File: src/rtl/seq_chunk_adder.sv
// Multi-cycle adder/subtractor: WIDTH-bit operands added CHUNK bits per clock
// through a single ripple stage, with start/done handshake and carry/overflow flags.
module seq_chunk_adder #(
    parameter int WIDTH = 32,
    parameter int CHUNK = 8
) (
    input  logic             clk,
    input  logic             rst_n,
    input  logic             start,
    output logic             in_ready,
    input  logic [WIDTH-1:0] a,
    input  logic [WIDTH-1:0] b,
    input  logic             sub,
    input  logic             cin,
    output logic [WIDTH-1:0] sum,
    output logic             cout,
    output logic             ovf,
    output logic             done
);

    localparam int N     = WIDTH / CHUNK;
    localparam int IDX_W = (N > 1) ? $clog2(N) : 1;
    localparam logic [IDX_W-1:0] LAST_IDX = IDX_W'(N - 1);

    if ((CHUNK < 1) || ((WIDTH % CHUNK) != 0)) begin : g_bad_params
        $error("seq_chunk_adder: WIDTH (%0d) must be a multiple of CHUNK (%0d)", WIDTH, CHUNK);
    end

    typedef enum logic [1:0] {
        IDLE = 2'd0,
        RUN  = 2'd1,
        DONE = 2'd2
    } state_t;

    state_t           state, state_nxt;
    logic [WIDTH-1:0] a_r, b_r;
    logic             carry_r;
    logic [IDX_W-1:0] idx;
    logic             accept;
    logic             last;
    int               base;
    logic [CHUNK:0]   chunk_res;

    always_ff @(posedge clk or negedge rst_n) begin
        if (!rst_n) begin
            state <= IDLE;
        end else begin
            state <= state_nxt;
        end
    end

    always_comb begin
        state_nxt = state;
        in_ready  = 1'b0;
        done      = 1'b0;
        case (state)
            IDLE: begin
                in_ready = 1'b1;
                if (start) state_nxt = RUN;
            end
            RUN: begin
                if (last) state_nxt = DONE;
            end
            DONE: begin
                in_ready  = 1'b1;
                done      = 1'b1;
                state_nxt = start ? RUN : IDLE;
            end
            default: state_nxt = IDLE;
        endcase
        accept = start && in_ready;
    end

    assign last = (idx == LAST_IDX);
    assign base = int'(idx) * CHUNK;

    // One ripple stage, reused for every chunk; carry_r links consecutive cycles.
    assign chunk_res = {1'b0, a_r[base +: CHUNK]} + {1'b0, b_r[base +: CHUNK]}
                     + {{CHUNK{1'b0}}, carry_r};

    // Operand holding registers are only read in RUN, so they need no reset.
    always_ff @(posedge clk) begin
        if (accept) begin
            a_r <= a;
            b_r <= sub ? ~b : b;
        end
    end

    always_ff @(posedge clk or negedge rst_n) begin
        if (!rst_n) begin
            idx     <= '0;
            carry_r <= 1'b0;
            sum     <= '0;
            cout    <= 1'b0;
            ovf     <= 1'b0;
        end else if (accept) begin
            idx     <= '0;
            carry_r <= sub | cin;
            sum     <= '0;
            cout    <= 1'b0;
            ovf     <= 1'b0;
        end else if (state == RUN) begin
            sum[base +: CHUNK] <= chunk_res[CHUNK-1:0];
            carry_r            <= chunk_res[CHUNK];
            if (last) begin
                // chunk_res[CHUNK-1] is the result sign bit being written this edge.
                cout <= chunk_res[CHUNK];
                ovf  <= (a_r[WIDTH-1] == b_r[WIDTH-1]) && (chunk_res[CHUNK-1] != a_r[WIDTH-1]);
            end else begin
                idx <= idx + IDX_W'(1);
            end
        end
    end

endmodule
File: config.mk
export PLATFORM = sky130hd
export DESIGN_NAME = seq_chunk_adder
export DESIGN_NICKNAME = d
export VERILOG_FILES = /design/src/rtl/seq_chunk_adder.sv
export SDC_FILE = /design/constraint.sdc
export NUM_CORES = 1
export LEC_CHECK = 0
export BUFFER_PORTS_ARGS = -buffer_cell sky130_fd_sc_hd__buf_2
export CORE_MARGIN = 4
export CORE_UTILIZATION = 40
export CTS_CLUSTER_DIAMETER = 60
export DETAILED_ROUTE_END_ITERATION = 6
export GPL_ROUTABILITY_DRIVEN = 0
export GPL_TIMING_DRIVEN = 0
export SKIP_LAST_GASP = 1
export SYNTH_ARGS = -nofsm -noshare
export SYNTH_HDL_FRONTEND = slang
export SYNTH_SLANG_ARGS = --single-unit
File: constraint.sdc
create_clock -name clk -period 6.27 [get_ports clk]
set_input_delay 1.254 -clock clk [delete_from_list [all_inputs] [get_ports clk]]
set_output_delay 1.254 -clock clk [all_outputs]
set_load 0.02 [all_outputs]
==> summary.md <==
| Metric | Value |
|---|---|
| Crit path capture type | `flop` |
| Xor/xnor share of the synthesized area | `6.927%` |
| First-pass GRT wire length | `around 15000 µm` |
| Syn_area_per_cell | `15.97 µm²` |
| Post-synthesis simple-gate area fraction | `under 10%` |
| FF-to-FF setup slack | `2.92 ns` |
| Syn Nets | `367` |
| Layout cells sized above 1 | `about two fifths` |
| Post-Syn Instances | `roughly 290` |
| Core Rows | `38` |
| F_max | `291.1 MHz` |
| Status | `completed` |
| Die Ht | `about 110 µm` |
| I/O pin total | `105` |
| Lkg Pwr | `approximately 2.4 nW` |
| Drt via density | `5.119` |
| Adder-cell area share of the yosys netlist | `3.903%` |
| DIE WIDTH | `114.7 µm` |
| TritonCTS Buffers | `9` |
| CTS tree | `yes` |
| Critical Path AT | `3.72 ns` |
| Compound-gate portion of the synthesized area | `11.68%` |
| Multiplexer area fraction after synthesis | `7.916%` |
| CP Launch Point | `start` |
| Crit path max-delay family | `compound AO/OA/AOI/OAI gates` |
| Post-Route WL | `9542 µm` |
| Post-CTS setup buffer count | `0` |
| Worst path max stage delay | `1.01 ns` |
| RSZ-0062 raised after global routing | `no` |
| # nets final | `481` |
| # port buffers | `103` |
| CORE AREA | `10980 µm²` |
| Critical Path Stages | `5` |
| Final Hold Vio Count | `0` |
| Number of flops mapped to enable cells by yosys | `64` |
| Final setup fails | `0` |
| Cell variety after synth | `46` |
| Post-route total power | `2.857 mW` |
| Period utilisation layout | `a little over half` |
| Max Slew Vio Count | `0` |
| Slew @ Worst Pin | `around 1.2 ns` |
| Slew headroom | `between 20% and 30%` |
| CP Buf/Inv Count | `2` |
| Share of synthesized flip-flops with an asynchronous set or reset | `a little under two fifths` |
| Post-CTS Resized | `0` |
| Clock Sinks | `around 100` |
| CTS H-Tree Depth | `3` |
| CTS Root Buffer Type | `clkbuf_16` |
| Minimum clock period | `3.436 ns` |
| Clock Tree Buf Depth | `2` |
| Remaining DRCs | `0` |
| Most common cell after layout, fill and taps aside | `buf_2` |
| Post-synthesis sequential area ratio | `~64%` |
| Startpoint types | `input port` |
| Antenna-violating nets left | `0` |
| Largest net degree at the start of global routing | `73` |
| Synth Register Bits | `103` |
| Maxcap violations | `0` |
| Peak VDD IR | `between 0.2 and 0.25 mV` |
| Most frequent cells in the layout | `buf_2, edfxtp_1, dfrtp_1, xor2_1, a22o_1` |
| Worst Path Required | `6.55 ns` |
| Crit-path max FO | `about 70` |
| Initial Util | `41.44%` |
| Top FF cell, synth | `edfxtp_1` |
| Slowest-stage cell, CP | `a21oi_1` |
| Clk_skew | `about 0.010 ns` |
| Largest family of logic cells by synthesized area | `compound AO/OA/AOI/OAI gates` |
| Hold depth | `2` |
| Total global routing overflow | `0` |
| Setup_tns | `0 ns` |
| Total number of vias | `between 2000 and 3000` |
| Synth warn | `0` |
| Gr usage total | `15.19%` |
| CP Capture Point | `sum[7]` |
| Vias in the first global route | `slightly below 3000` |
| Cell Area, Synth | `about 4600 µm²` |
| Clock Latency Late Sink | `0.35 ns` |
| Wire per inst | `17.54 µm` |
| Crit path kind | `in -> reg` |
| Crit-path cells | `buf_2 -> nand2_1 -> clkinv_2 -> a21oi_1 -> a22o_2` |
| Synthesis-to-finish area growth | `21.63%` |
| Initial antenna violation count | `0` |
| Clock-pin transition on the worst setup and hold timing paths | `0.06 ns` |
| Hold Buf Count CTS | `0` |
| Hpwl dp | `6899 µm` |
| RR Endpoint | `cout` |
| Initial DRT Pass Iterations | `5` |
| Reg2Reg Launch Point | `idx[0]` |
| Die Area | `13150 µm²` |
| R2R depth | `9` |
| Antenna diode count | `0` |
| Hold WC Path Type | `reg -> reg` |
| Initial DRC count | `132` |
| Power Dens Cells | `516.0 nW/µm²` |
[logic make-up after synthesis]
kind of cell             count (synthesis)
flip-flops                             103
AO/OA/AOI/OAI                           63
XOR/XNOR                                36
AND/OR/NAND/NOR                         32
buffers and inverters                   22
multiplexers                            16
adder cells (fa/ha/maj)                 13
[worst min-delay path: cells and delay by family (launching register included)]
family           cells  cell delay, ns
flip-flops           1            0.34
AND/OR/NAND/NOR      1            0.06
AO/OA/AOI/OAI        1            0.06
[Yosys cell counts (4+ instances only)]
library cell,number,share of area [%]
inv_1,11,0.91
edfxtp_1,64,42
buf_2,5,0.55
a22o_2,4,0.88
xor2_1,32,6.2
dfrtp_1,39,21
mux4_2,16,7.9
xnor2_1,4,0.77
a22o_1,26,5.0
nand2_1,8,0.66
ha_1,11,3.0
clkbuf_1,4,0.33
nor2_1,9,0.74
a21oi_1,7,0.77
[registers in the layout (all words and copies together), names as in the netlist]
register,flops
a_r,32
b_r,32
carry_r,1
cout,1
idx,2
ovf,1
state,2
sum,32
[layout make-up]
type	count	area, µm²
sequential	103	2898
clock buffer	12	269.0
timing repair buffer	103	515.5
inverter	12	46.29
tap	140	175.2
multi-input combinational	160	1560
buffer	10	47.55
clock inverter	4	25.02
fill	957	5446
[layer usage]
layer | up-vias | global-route usage [%] | part of all wire, %
li1 | 1331 | - | -
met1 | 1354 | 21.92 | 47
met2 | 87 | 22.78 | 45
met3 | 13 | 3.171 | 5.9
met4 | 0 | 5.463 | 1.8
met5 | - | 0 | 0
[per-stage QoR]
stage | cells | utilization, % | hold slack [ns] | setup WS (ns) | cell area (µm²)
2_1_floorplan | 285 | - | 0.5109 | 3.272 | 4552
3_3_place_gp | 528 | 47.73 | 0.4803 | 2.524 | 5243
3_5_place_dp | 528 | 47.73 | 0.4844 | 2.405 | 5243
4_1_cts | 544 | 50.41 | 0.4999 | 2.811 | 5537
5_1_grt | 544 | 50.41 | 0.5200 | 2.580 | 5537
6_report | 544 | 50.41 | 0.4986 | 2.834 | 5537
[worst min path at each step]
stage | from | to | slack (ns)
floorplan | carry_r | carry_r | 0.51
global placement | sum[13] | sum[13] | 0.48
detailed placement | sum[13] | sum[13] | 0.48
CTS | sum[13] | sum[13] | 0.50
global route | sum[25] | sum[25] | 0.52
finish | cout | cout | 0.50
[where the power goes]
part | internal (mW) | switching [mW] | total (mW)
combinational | 0.523 | 0.821 | 1.34
clock | 0.306 | 0.246 | 0.552
sequential | 0.897 | 0.0638 | 0.961
Power figures use the tool's default switching activity.
